## config.mk

```make
export PLATFORM = sky130hd
export DESIGN_NAME = aurora_tx_framer
export DESIGN_NICKNAME = d
export VERILOG_FILES = /design/src/rtl/aurora_tx_framer.sv
export SDC_FILE = /design/constraint.sdc
export NUM_CORES = 1
export LEC_CHECK = 0
export CAP_MARGIN = 20
export CORE_ASPECT_RATIO = 2
export CORE_MARGIN = 5
export CORE_UTILIZATION = 47
export CTS_BUF_LIST = sky130_fd_sc_hd__clkbuf_16
export CTS_CLUSTER_SIZE = 14
export DETAILED_ROUTE_END_ITERATION = 8
export GPL_TIMING_DRIVEN = 0
export PLACE_DENSITY = 0.78
export SLEW_MARGIN = 20
export SYNTH_ARGS = -nofsm -noshare
export SYNTH_HDL_FRONTEND = slang
export SYNTH_SLANG_ARGS = --single-unit
```

## constraint.sdc

```tcl
create_clock -name i_clk -period 3.3 [get_ports i_clk]
set_input_delay 0.495 -clock i_clk [delete_from_list [all_inputs] [get_ports i_clk]]
set_output_delay 0.495 -clock i_clk [all_outputs]
set_load 0.01 [all_outputs]
```

## src/rtl/aurora_tx_framer.sv

```systemverilog
// rtl/aurora_tx_framer.sv - Aurora TX frame builder: header, payload, tail (bytecnt + checksum); macro AURORA_TX_FRAMER_STATS_EN enables counters
module aurora_tx_framer #(
  parameter logic [15:0] P_MAGIC     = 16'hA5C3,
  parameter logic [7:0]  P_CHAN_ID   = 8'h00,
  parameter int          P_MAX_WORDS = 256
) (
  input  logic        i_clk,
  input  logic        i_rst,
  input  logic        i_channel_up,
  input  logic [31:0] i_user_data,
  input  logic [3:0]  i_user_keep,
  input  logic        i_user_last,
  input  logic        i_user_valid,
  output logic        o_user_ready,
  output logic [0:31] o_tx_tdata,
  output logic [0:3]  o_tx_tkeep,
  output logic        o_tx_tlast,
  output logic        o_tx_tvalid,
  input  logic        i_tx_tready,
  output logic        o_abort,
  output logic        o_oversize,
  output logic [31:0] o_frame_cnt,
  output logic [15:0] o_drop_cnt
);

  typedef enum logic [2:0] {S_IDLE, S_HEAD, S_DATA, S_TAIL, S_DROP} state_t;

  state_t      state_q, state_d;
  logic [0:31] tdata_q, tdata_d;
  logic [0:3]  tkeep_q, tkeep_d;
  logic        tlast_q, tlast_d;
  logic        tvalid_q, tvalid_d;
  logic [7:0]  seq_q, seq_d;
  logic [15:0] bytecnt_q, bytecnt_d;
  logic [15:0] csum_q, csum_d;
  logic [13:0] wcnt_q, wcnt_d;
  logic        ovf_q, ovf_d;
  logic        abort_q, abort_d;
  logic        oversize_q, oversize_d;

  logic        reg_free;
  logic [3:0]  eff_keep;
  logic [31:0] masked;
  logic [2:0]  beat_bytes;
  logic [15:0] beat_sum;
  logic        user_ready;

  assign reg_free = !tvalid_q || i_tx_tready;

  // Per-beat contribution to byte count and checksum; keep is forced full except on the last beat
  always_comb begin
    eff_keep   = i_user_last ? i_user_keep : 4'hF;
    masked     = {eff_keep[3] ? i_user_data[31:24] : 8'h00,
                  eff_keep[2] ? i_user_data[23:16] : 8'h00,
                  eff_keep[1] ? i_user_data[15:8]  : 8'h00,
                  eff_keep[0] ? i_user_data[7:0]   : 8'h00};
    beat_bytes = {2'b00, eff_keep[3]} + {2'b00, eff_keep[2]} +
                 {2'b00, eff_keep[1]} + {2'b00, eff_keep[0]};
    beat_sum   = masked[31:16] + masked[15:0];
  end

  // Next-state, output register loading and frame accounting
  always_comb begin
    state_d    = state_q;
    tdata_d    = tdata_q;
    tkeep_d    = tkeep_q;
    tlast_d    = tlast_q;
    tvalid_d   = tvalid_q;
    seq_d      = seq_q;
    bytecnt_d  = bytecnt_q;
    csum_d     = csum_q;
    wcnt_d     = wcnt_q;
    ovf_d      = ovf_q;
    abort_d    = 1'b0;
    oversize_d = 1'b0;
    user_ready = 1'b0;

    // A presented word leaves the register on handshake; a load below overrides this
    if (tvalid_q && i_tx_tready) begin
      tvalid_d = 1'b0;
    end

    unique case (state_q)
      S_IDLE: begin
        if (i_user_valid && i_channel_up) begin
          state_d = S_HEAD;
        end
      end

      S_HEAD: begin
        if (!i_channel_up) begin
          state_d = S_DROP;
        end else if (reg_free) begin
          tdata_d  = {P_MAGIC, seq_q, P_CHAN_ID};
          tkeep_d  = 4'hF;
          tlast_d  = 1'b0;
          tvalid_d = 1'b1;
          wcnt_d   = '0;
          state_d  = S_DATA;
        end
      end

      S_DATA: begin
        // Ready is withheld on link loss so no beat slips in during the abort cycle
        if (!i_channel_up) begin
          state_d = S_DROP;
        end else begin
          user_ready = reg_free;
          if (i_user_valid && reg_free) begin
            tdata_d   = i_user_data;
            tkeep_d   = eff_keep;
            tlast_d   = 1'b0;
            tvalid_d  = 1'b1;
            bytecnt_d = bytecnt_q + {13'd0, beat_bytes};
            csum_d    = csum_q + beat_sum;
            wcnt_d    = wcnt_q + 14'd1;
            if (i_user_last) begin
              ovf_d   = 1'b0;
              state_d = S_TAIL;
            end else if (wcnt_q == 14'(P_MAX_WORDS - 1)) begin
              ovf_d      = 1'b1;
              oversize_d = 1'b1;
              state_d    = S_TAIL;
            end
          end
        end
      end

      S_TAIL: begin
        // Register holding a tlast word means the tail is already loaded
        if (!i_channel_up) begin
          state_d = ovf_q ? S_DROP : S_IDLE;
        end else if (tvalid_q && tlast_q) begin
          if (i_tx_tready) begin
            seq_d     = seq_q + 8'd1;
            bytecnt_d = '0;
            csum_d    = '0;
            ovf_d     = 1'b0;
            state_d   = ovf_q ? S_DROP : S_IDLE;
          end
        end else if (reg_free) begin
          tdata_d  = {bytecnt_q, csum_q};
          tkeep_d  = 4'hF;
          tlast_d  = 1'b1;
          tvalid_d = 1'b1;
        end
      end

      S_DROP: begin
        user_ready = 1'b1;
        if (i_user_valid && i_user_last) begin
          state_d = S_IDLE;
        end
      end

      default: state_d = S_IDLE;
    endcase

    // Link loss inside a frame: flush the output and forget the partial frame
    if (!i_channel_up && (state_q == S_HEAD || state_q == S_DATA || state_q == S_TAIL)) begin
      abort_d   = 1'b1;
      tvalid_d  = 1'b0;
      tlast_d   = 1'b0;
      bytecnt_d = '0;
      csum_d    = '0;
      ovf_d     = 1'b0;
    end
  end

  // State and output register
  always_ff @(posedge i_clk) begin
    if (i_rst) begin
      state_q    <= S_IDLE;
      tdata_q    <= '0;
      tkeep_q    <= '0;
      tlast_q    <= 1'b0;
      tvalid_q   <= 1'b0;
      seq_q      <= '0;
      bytecnt_q  <= '0;
      csum_q     <= '0;
      wcnt_q     <= '0;
      ovf_q      <= 1'b0;
      abort_q    <= 1'b0;
      oversize_q <= 1'b0;
    end else begin
      state_q    <= state_d;
      tdata_q    <= tdata_d;
      tkeep_q    <= tkeep_d;
      tlast_q    <= tlast_d;
      tvalid_q   <= tvalid_d;
      seq_q      <= seq_d;
      bytecnt_q  <= bytecnt_d;
      csum_q     <= csum_d;
      wcnt_q     <= wcnt_d;
      ovf_q      <= ovf_d;
      abort_q    <= abort_d;
      oversize_q <= oversize_d;
    end
  end

  assign o_user_ready = user_ready;
  assign o_tx_tdata   = tdata_q;
  assign o_tx_tkeep   = tkeep_q;
  assign o_tx_tlast   = tlast_q;
  assign o_tx_tvalid  = tvalid_q;
  assign o_abort      = abort_q;
  assign o_oversize   = oversize_q;

`ifdef AURORA_TX_FRAMER_STATS_EN
  logic [31:0] frame_cnt_q, frame_cnt_d;
  logic [15:0] drop_cnt_q, drop_cnt_d;
  logic        tail_done;
  logic        drop_beat;

  assign tail_done = (state_q == S_TAIL) && i_channel_up && tvalid_q && tlast_q && i_tx_tready;
  assign drop_beat = (state_q == S_DROP) && i_user_valid;

  // Frame counter wraps; drop counter saturates
  always_comb begin
    frame_cnt_d = frame_cnt_q;
    drop_cnt_d  = drop_cnt_q;
    if (tail_done) begin
      frame_cnt_d = frame_cnt_q + 32'd1;
    end
    if (drop_beat && drop_cnt_q != 16'hFFFF) begin
      drop_cnt_d = drop_cnt_q + 16'd1;
    end
  end

  // Statistics registers
  always_ff @(posedge i_clk) begin
    if (i_rst) begin
      frame_cnt_q <= '0;
      drop_cnt_q  <= '0;
    end else begin
      frame_cnt_q <= frame_cnt_d;
      drop_cnt_q  <= drop_cnt_d;
    end
  end

  assign o_frame_cnt = frame_cnt_q;
  assign o_drop_cnt  = drop_cnt_q;
`else
  assign o_frame_cnt = '0;
  assign o_drop_cnt  = '0;
`endif

endmodule
```

### After elaboration in Yosys (flattened, before gate mapping)

Index checks and enable logic that the tools add are counted.
W data, S select, Z words.

* bits in registers: 98
* latch bits: 0
* RAM bits: 0
* ROM bits: 0
* input port bits: 42
* output and inout port bits: 89
* memories kept: 0

* $add $sub $neg: 8
* multipliers: 0
* div/mod/pow operators: 0
* magnitude comparators: 0
* equality and inequality tests: 22
* shift operators: 0
* multiplexer cells: 75
* bitwise logic cells: 3
* reduce and logical (&&, ||, !) cells: 24

Operators with widths (count)
* $mux W32: 7
* $mux W16: 7
* $pmux W32 S3: 1
* $pmux W16 S2: 2
* $mux W14: 4
* $mux W3: 12
* $add A16 B16 Y16: 2
* $mux W8: 4
* $mux W4: 7
* $pmux W14 S2: 1
* $mux W1: 24
* $ne A2 B2 Y1 const B: 11
* $add A16 B3 Y16: 1
* $ne A3 B3 Y1 const B: 5
* $pmux W3 S5: 1
* $add A14 B1 Y14 const B: 1
* $eq A14 B8 Y1 const B: 1
* $reduce_and A7 Y1: 2
* $pmux W4 S3: 1
* $reduce_and A6 Y1: 2
* $add A8 B1 Y8 const B: 1
* $reduce_and A8 Y1: 1
* $eq A3 B2 Y1 const B: 2
* $logic_and A1 B1 Y1: 6
* other kinds (18): 26

### Logic depth before layout (Yosys ltp)

Gate-level depths: netlist of run 1.

* depth in word-level cells: 8
* mapped depth: 12
* mapped depth without buffers: 11

### Worst setup path before layout of run 1

OpenSTA, ideal clock, no wires.

* kind: input to register
* from: input port i_user_last
* to: register csum_q[13]
* setup time: 0.117 ns
* arrival time: 3.392 ns
* required time: 3.183 ns
* path slack: -0.209 ns
* stages on the path: 11
* path through: clkbuf_1 > nand2b_1 > and2_1 > fa_1 > ha_1 > fa_1 > a21o_1 > a221oi_2 > a2111oi_0 > or3_1 > a32o_1

* word-level cells in the longest chain between the ends: 7

RTL lines
* from (decl): RTL line 12 `input logic i_user_last,`
* $mux W4 *: RTL line 52 `eff_keep = i_user_last ? i_user_keep : 4'hF;`
* $mux W8, on equally long branches
* $add A16 B16 Y16 *: RTL line 59 `beat_sum = masked[31:16] + masked[15:0];`
* $add A16 B16 Y16 *: RTL line 115 `csum_d = csum_q + beat_sum;`
* $mux W16 *: RTL line 109 `if (i_user_valid && reg_free) begin`
* $mux W16 *: RTL line 105 `if (!i_channel_up) begin`
* $pmux W16 S2 *: RTL line 83 `unique case (state_q)`
* to (signal assigned): RTL line 193 `csum_q <= csum_d;`
* to (decl): RTL line 35 `logic [15:0] csum_q, csum_d;`

Every way passes the cells marked *; elsewhere a longest branch is shown, timed or not. The select of a mux whose other input is x is not followed.
A chain may end at the register's enable or synchronous reset.

### Final worst setup path of run 1

* from: input port i_user_data[17]
* to: register csum_q[13]

* word-level cells in the longest chain between the ends: 6

RTL lines
* from (decl): RTL line 10 `input logic [31:0] i_user_data,`
* $mux W8: RTL line 54 `eff_keep[2] ? i_user_data[23:16] : 8'h00,`
* $add A16 B16 Y16: RTL line 59
* $add A16 B16 Y16: RTL line 115
* $mux W16: RTL line 109
* $mux W16: RTL line 105
* $pmux W16 S2: RTL line 83

Every way passes these cells. The select of a mux whose other input is x is not followed.

==> results.toml, run 1 <==
[global_routing]
antenna_found_initial = 0
grt_usage = 0.248
grt_max_degree = 19
grt_pass1_wl_mm = 30.0
grt_pass1_vias = 5944
overflow = 0

[worst_setup_path]
start_kind = "input pin"
cp-end-kind = "flop"
critPathKind = "input pin to flop"
critPathRequiredTime_ns = 3.55
path_max_fanout = 2
crit_arrival_ns = 3.51

[placement]
dpl.cell_count = 994
gp_congestion = 0.930
post-dp-hpwl_mm = 15.0
port_buffers = 79

[cells_and_area]
fin_cells = 1017
n_antenna_cell = 0
finalNetCount = 940
post_route_cells_drive_above_1_share = 0.127
syn_to_final_growth_pct = 27.2
n_fill_cell = 1133

[synth]
yosys_register_bits = 98
yosysMostFrequentCell = "dfxtp_1"
synthesis.area_um2 = 6030
synthTopCellsByArea = "dfxtp_1 33%, fa_1 6.3%, buf_4 6.0%"
synth-main-ff-cell = "dfxtp_1"
synthArstFlopShare = 0
synth_edf_count = 0
synth_cell_type_count = 63
synth_top_area_cell = "dfxtp_1"
synth_commonest_cells = "98 x dfxtp_1, 70 x nor2_1, 68 x nand2_1, 57 x a21oi_1, 48 x buf_4"
synth_top_area_share = 0.325
synth_warnings = 0
syn_inst = 718
seq_area_frac_synth = 0.325
syn_area_per_cell_um2 = 8.40

[sta]
max_slew_margin = 0.292
period_needed_ns = 3.26
fmax_mhz = 307
finalHoldViolCount = 0
setup-violations-final = 0
slew_viol_final = 0
skew_ns = 0.00920
tightest_slew_ns = 1.06
hold_ws_ns = 0.437
finalCritPeriodShare = 0.988

[clock_network]
clockBufferDepth = 2
cts_buffers = 9
clk_pin_slew_ns = 0.07
clkLatencyLatePin_ns = 0.36
cts_root_buf = "clkbuf_16"
htreeDepth = 3
ctsHoldBuffers = 0
clock_sinks = 98
cts_tree = "done"

[routing]
detail_route.wl_per_cell_um = 18.7
drtIter0Drc = 355
drt-total-wl_mm = 19.0
drtPass1Iterations = 5
drtAntennaViolNets = 0
route.detailed.drc = 0
vias = 5812
avgViaCountPerCell = 5.71

[floorplan]
die_w_um = 90.1
ios = 131
rows = 58
die_area_um2 = 15300
start_util = 0.480
coreArea_um2 = 12600
dieHeight_um = 170

[pwr]
ir_worst_vdd_mv = 0.429
p_leak_nw = 2.99
power_density_nw_per_um2 = 491

[job]
max_cap_violations = 0

[status]
outcome = "complete, no violations"

[hold_path]
hp-class = "input pin to flop"
-- layout make-up --
class,instances,area [um2],share of cell area
Buffer,83,513,0.0669
Inverter,19,71.3,0.00930
Timing Repair Buffer,86,841,0.110
Tap cell,150,188,0.0245
Clock inverter,7,58.8,0.00767
Multi-Input combinational cell,565,3810,0.497
Sequential cell,98,1960,0.256
Clock buffer,9,225,0.0294
-- path summary, 6_finish.rpt --
check	startpoint	end	slack (ns)	depth (start not counted)
worst min-delay path	i_channel_up	o_abort	0.44	2
worst max register to register	csum_q[1]	csum_q[13]	0.38	8
worst max-delay path	i_user_data[17]	csum_q[13]	0.04	10
worst min register to register	o_tx_tdata[27]	o_tx_tdata[27]	0.45	2
-- through the flow --
step,TNS (ns),power (mW),setup WS (ns),area [um2],utilization
final,0,3.77,0.0397,7670,0.611
after CTS,0,3.73,0.0289,7630,0.608
after floorplan,0,2.20,0.0355,6240,-
after global placement,-3.50,2.65,-0.523,7220,0.575
after global routing,-0.00120,3.95,-0.00120,7670,0.611
after detailed placement,-4.25,2.67,-0.584,7220,0.575
-- power breakdown --
part / total (mW) / leakage (nW) / internal, mW / switching [mW]
Sequential: 1.34 / 0.792 / 1.27 / 0.0707
Combinational: 1.40 / 2.07 / 0.563 / 0.833
Clock: 1.03 / 0.133 / 0.524 / 0.505
-- registers in the layout, summed over array words and instances (netlist names) --
| signal | flops |
|---|---|
| o_tx_tkeep | 4 |
| o_tx_tlast | 1 |
| state_q | 3 |
| o_tx_tvalid | 1 |
| o_abort | 1 |
| csum_q | 16 |
| o_oversize | 1 |
| wcnt_q | 14 |
| ovf_q | 1 |
| o_tx_tdata | 32 |
| bytecnt_q | 16 |
| seq_q | 8 |
-- logic make-up after synthesis --
| group | after synthesis | share of synthesized area |
|---|---|---|
| AND/OR/NAND/NOR | 277 | 0.230 |
| flip-flops | 98 | 0.325 |
| adder cells (fa/ha/maj) | 36 | 0.0984 |
| other | 1 | 0.000622 |
| XOR/XNOR | 34 | 0.0517 |
| AO/OA/AOI/OAI | 160 | 0.181 |
| buffers and inverters | 102 | 0.0963 |
| multiplexers | 10 | 0.0166 |
-- worst max-delay path: stages --
cell,delay (ns)
clkdlybuf4s50_1,0.44
and2_4,0.18
fa_1,0.48
ha_4,0.19
fa_2,0.35
a21o_1,0.20
a221oi_4,0.40
a2111oi_4,0.14
or3_1,0.37
a32o_1,0.26
-- cells in the final DEF (no fill, tap or decap), types with 10 or more instances in the layout --
cell / synthesis / routed
a21o_1: 12 / 12
a21oi_1: 57 / 55
a32oi_1: 16 / 16
and2_1: 34 / 32
buf_2: 14 / 16
buf_4: 48 / 53
clkbuf_1: 21 / 20
clkdlybuf4s50_1: 0 / 75
conb_1: 1 / 48
dfxtp_1: 98 / 98
fa_1: 19 / 18
ha_1: 17 / 10
inv_1: 19 / 19
mux2i_1: 10 / 10
nand2_1: 68 / 68
nand3_1: 21 / 21
nand4_1: 12 / 12
nor2_1: 70 / 70
nor3_1: 14 / 14
nor4_1: 13 / 13
o21ai_0: 15 / 15
xnor2_1: 23 / 23
xor2_1: 10 / 10
-- metal layers --
| layer | wire length, um | track usage | share of wire | vias to the layer above |
|---|---|---|---|---|
| met5 | 0 | 0 | 0 | - |
| met3 | 1230 | 0.0495 | 0.065 | 86 |
| met1 | 6230 | 0.235 | 0.33 | 2688 |
| met2 | 9860 | 0.452 | 0.52 | 294 |
| met4 | 1650 | 0.202 | 0.087 | 0 |
| li1 | - | - | - | 2744 |
-- repair_timing --
item / in CTS / in global routing
pin swaps: 11 / 5
buffers inserted: 6 / 0
endpoints found under the setup margin: 3 / 4
gates resized for setup: 16 / 9
(Power assumes the default switching activity.)
==> inputs of run 2 (changes only) <==
--- a/config.mk
+++ b/config.mk
@@ -7,7 +7,7 @@
 export LEC_CHECK = 0
 export CAP_MARGIN = 20
 export CORE_ASPECT_RATIO = 2
-export CORE_MARGIN = 5
+export CORE_MARGIN = 2
 export CORE_UTILIZATION = 47
 export CTS_BUF_LIST = sky130_fd_sc_hd__clkbuf_16
 export CTS_CLUSTER_SIZE = 14
==> results.toml, run 2 (synthesized netlist as in run 1, its figures left out) <==
[status]
outcome = "complete, no violations"

[global_routing]
antenna_found_initial = 0
grt_pass1_vias = 5643
grt_pass1_wl_mm = 28.4
overflow = 0
grt_usage = 0.265
grt_max_degree = 16

[routing]
drtAntennaViolNets = 0
vias = 5838
detail_route.wl_per_cell_um = 18.5
avgViaCountPerCell = 5.75
drtPass1Iterations = 5
drtIter0Drc = 433
drt-total-wl_mm = 18.8
route.detailed.drc = 0

[sta]
slew_viol_final = 0
setup-violations-final = 0
fmax_mhz = 310
period_needed_ns = 3.23
max_slew_margin = 0.299
setup_ws_ns = 0.0737
rsz0062_at_grt = "no"
hold_ws_ns = 0.456
skew_ns = 0.00911
fin_setup_tns_ns = 0
finalHoldViolCount = 0
tightest_slew_ns = 1.04
finalCritPeriodShare = 0.978

[cells_and_area]
largest_reg_flops = 32
final_cell_mix = "98 x dfxtp_1, 75 x clkdlybuf4s50_1, 70 x nor2_1"
mostFrequentLayoutCell = "dfxtp_1"
syn_to_final_growth_pct = 26.7
fin_area_um2 = 7640
post_route_cells_drive_above_1_share = 0.120
fin_cells = 1015
n_antenna_cell = 0
finalNetCount = 938
n_fill_cell = 1129

[worst_setup_path]
reg2reg_slack_ns = 0.46
crit_start = "i_user_keep[3]"
start_kind = "input pin"
crit_arrival_ns = 3.47
critPathRequiredTime_ns = 3.55
r2r-start = "csum_q[1]"
r2r_cells = 8
critPathKind = "input pin to flop"
r2r-end = "csum_q[13]"
cp-end-kind = "flop"
path_max_fanout = 9

[placement]
port_buffers = 79
dpl.cell_count = 995
post-dp-hpwl_mm = 14.6
dpl_cell_area_um2 = 7230
pre_cts_ws_ns = -0.573
gp_congestion = 0.915

[clock_network]
clk_pin_slew_ns = 0.07
cts_buffers = 9
cts_tree = "done"
clkLatencyLatePin_ns = 0.35
htreeDepth = 3
cts_root_buf = "clkbuf_16"
clockBufferDepth = 2
clock_sinks = 98

[floorplan]
die_w_um = 84.1
ios = 131
dieHeight_um = 164
rows = 58
start_util = 0.480
die_area_um2 = 13800
coreArea_um2 = 12600

[hold_path]
whs_path_depth = 2
hp-class = "flop to flop"
worstHoldStart = "o_tx_tdata[22]"
hold_end = "o_tx_tdata[22]"

[job]
max_cap_violations = 0

[pwr]
p_leak_nw = 2.99
p_int_mw = 2.47
power_density_nw_per_um2 = 502
power_frac_clock = 0.290
ir_worst_vdd_mv = 0.313
p_seq_frac = 0.351
power_switching_mw = 1.36
combPwrFrac = 0.358
power.share.switching = 0.356
run 2: cell types whose count changed in the layout (fill, tap and decap cells not counted), moves of 3 or more:
cell / change
ha_4: -3
inv_6: -4
clkinv_1: +3
ha_1: +3
run 2: routing by layer:
metal  track usage  vias to the layer above  wire length (um)
li1              -                     2736                 -
met1         0.254                     2740              6170
met2         0.509                      290             10200
met3        0.0307                       72              1160
met4         0.191                        0              1310
met5             0                        -                 0
run 2: cell type report:
cell class / instances / area, um2 / share of cell area
clock inverter: 7 / 83.8 / 0.0110
inverter: 19 / 71.3 / 0.00934
clock buffer: 9 / 225 / 0.0295
timing repair buffer: 83 / 821 / 0.107
buffer: 83 / 513 / 0.0672
multi-input combinational: 566 / 3770 / 0.494
tap: 150 / 188 / 0.0246
sequential: 98 / 1960 / 0.257
run 2: through the flow:
stage / power, mW / utilization
6_report: 3.84 / 0.608
5_1_grt: 3.99 / 0.608
3_3_place_gp: 2.66 / 0.575
2_1_floorplan: 2.20 / -
4_1_cts: 3.80 / 0.605
3_5_place_dp: 2.68 / 0.576
run 2: repair_timing:
action,CTS,global route
hold buffers,0,0
buffers inserted,3,0
resized for setup,10,10
endpoints found under the setup margin,3,4
pin swaps,9,5
gates cloned,1,0
run 2: worst max-delay path by stage:
stage	endpoint	slack (ns)	cells past startpoint
floorplan	csum_q[13]	0.04	11
global placement	csum_q[13]	-0.52	11
detailed placement	csum_q[13]	-0.57	11
CTS	csum_q[14]	0.04	10
global route	bytecnt_q[14]	0.003	13
finish	csum_q[14]	0.07	10
run 2: worst max-delay path, stage by stage:
cell and delay, ns:
clkdlybuf4s50_1 0.39, nand2b_2 0.27, and2_1 0.21, fa_1 0.50, ha_2 0.31, a21o_1 0.18, a31oi_2 0.23, o22ai_1 0.14
or4_1 0.47, a32o_1 0.25
run 2: power groups by stage:
| stage | Combinational, mW | Clock (mW) | Sequential [mW] |
|---|---|---|---|
| 6_report | 1.37 | 1.11 | 1.35 |
| 5_1_grt | 1.47 | 1.17 | 1.36 |
| 4_1_cts | 1.34 | 1.12 | 1.34 |
| 3_5_place_dp | 1.31 | 0 | 1.37 |
| 3_3_place_gp | 1.29 | 0 | 1.37 |
| 2_1_floorplan | 0.825 | 0 | 1.38 |
==> inputs of run 3 (changes only) <==
--- a/config.mk
+++ b/config.mk
@@ -13,8 +13,7 @@
 export CTS_CLUSTER_SIZE = 14
 export DETAILED_ROUTE_END_ITERATION = 8
 export GPL_TIMING_DRIVEN = 0
-export PLACE_DENSITY = 0.78
-export SLEW_MARGIN = 20
+export PLACE_DENSITY = 0.88
 export SYNTH_ARGS = -nofsm -noshare
 export SYNTH_HDL_FRONTEND = slang
 export SYNTH_SLANG_ARGS = --single-unit
==> results.toml, run 3 (synthesized netlist as in run 1, its figures left out) <==
[status]
outcome = "complete, no violations"

[cells_and_area]
fin_area_um2 = 7630
post_route_cells_drive_above_1_share = 0.124
multi_input_area_um2 = 3800
n_antenna_cell = 0
n_fill_cell = 1040
fin_cells = 1014
syn_to_final_growth_pct = 26.6
final_cell_mix = "98 x dfxtp_1, 75 x clkdlybuf4s50_1, 69 x nor2_1"
largest_reg_flops = 32
finalNetCount = 937
seqCellArea_um2 = 1960
mostFrequentLayoutCell = "dfxtp_1"

[global_routing]
grt_max_degree = 17
grt_usage = 0.267
overflow = 0
antenna_found_initial = 0
grt_pass1_wl_mm = 28.9
grt_pass1_vias = 5851

[sta]
max_slew_margin = 0.271
setup-violations-final = 0
setup_ws_ns = 0.0376
hold_ws_ns = 0.455
slew_viol_final = 0
skew_ns = 0.00804
finalCritPeriodShare = 0.989
finalHoldViolCount = 0
fin_setup_tns_ns = 0
fmax_mhz = 307
tightest_slew_ns = 1.09
period_needed_ns = 3.26

[routing]
drtIter0Drc = 512
drtPass1Iterations = 7
route.detailed.drc = 0
avgViaCountPerCell = 5.89
drt-total-wl_mm = 18.7
detail_route.wl_per_cell_um = 18.5
drtAntennaViolNets = 0
vias = 5973

[clock_network]
clkLatencyLatePin_ns = 0.35
clockBufferDepth = 2
cts_tree = "done"
htreeDepth = 3
cts_buffers = 9
clk_pin_slew_ns = 0.07
ctsHoldBuffers = 0
clock_sinks = 98
cts_root_buf = "clkbuf_16"

[floorplan]
coreArea_um2 = 12600
die_area_um2 = 13800
rows = 58
ios = 131
die_w_um = 84.1
dieHeight_um = 164
start_util = 0.480

[worst_setup_path]
crit_slowest_cell = "clkdlybuf4s50_1"
path_max_fanout = 2
crit_arrival_ns = 3.51
critPathKind = "input pin to flop"
crit_chain = "clkdlybuf4s50_1 > and2_1 > fa_1 > fa_2 > a21o_1 > a221oi_4 > a2111oi_4 > or3_1 > a32o_1"
critPathRequiredTime_ns = 3.54
cp-end-kind = "flop"
cp_slowest_stage_delay_ns = 0.52
reg2reg_slack_ns = 0.38
start_kind = "input pin"

[placement]
gp_congestion = 0.974
port_buffers = 79
post-dp-hpwl_mm = 14.1
pre_cts_ws_ns = -0.563
dpl.cell_count = 994
dpl_cell_area_um2 = 7220

[pwr]
p_seq_frac = 0.356
ir_worst_vdd_mv = 0.379
combPwrFrac = 0.358
power_frac_clock = 0.287
p_int_mw = 2.41
power_density_nw_per_um2 = 493
power.share.switching = 0.361
p_leak_nw = 2.98
power_switching_mw = 1.36

[job]
max_cap_violations = 0

[hold_path]
hp-class = "flop to flop"
## run 3: worst paths after layout
check / startpoint / to / cells past startpoint
setup / recovery: i_user_data[2] / csum_q[13] / 9
hold / removal: o_tx_tdata[28] / o_tx_tdata[28] / 2
hold reg to reg: o_tx_tdata[28] / o_tx_tdata[28] / 2
setup reg to reg: csum_q[1] / csum_q[13] / 8
## run 3: cell type report
cell class | instances | area share
inverters | 19 | 0.00934
repair buffers | 81 | 0.106
clock inverters | 7 | 0.00934
clock buffers | 9 | 0.0295
flip-flops and latches | 98 | 0.257
well taps | 150 | 0.0246
multi-input cells | 567 | 0.497
plain buffers | 83 | 0.0672
## run 3: power by group through the flow
stage / registers, mW / logic, mW / clock network (mW)
global route: 1.35 / 1.44 / 1.13
finish: 1.34 / 1.35 / 1.08
floorplan: 1.38 / 0.825 / 0
global placement: 1.36 / 1.25 / 0
CTS: 1.34 / 1.30 / 1.07
detailed placement: 1.36 / 1.27 / 0
## run 3: repair_timing
| action | CTS | global route |
|---|---|---|
| buffers inserted | 1 | 1 |
| cloned | 2 | 0 |
| endpoints found under the setup margin | 3 | 6 |
| gates resized for setup | 10 | 17 |
| pin swaps | 3 | 6 |
## run 3: per-layer routing
metal	share of wire	vias up	GRT usage	wire length, um
met1	0.33	2779	0.264	6250
met5	0	-	0	0
li1	-	2754	-	-
met4	0.077	0	0.222	1450
met2	0.52	347	0.476	9730
met3	0.070	93	0.0497	1310
## run 3: worst max-delay path: cells and delay by family
kind | cells | cell delay, ns
buf+inv | 1 | 0.52
fa+ha+maj | 2 | 0.95
simple gates | 2 | 0.55
compound gates | 4 | 0.97
## run 3: through the flow
stage | power [mW] | utilization
final | 3.76 | 0.608
after global routing | 3.92 | 0.608
after CTS | 3.71 | 0.604
after detailed placement | 2.63 | 0.575
after global placement | 2.60 | 0.575
after floorplan | 2.20 | -
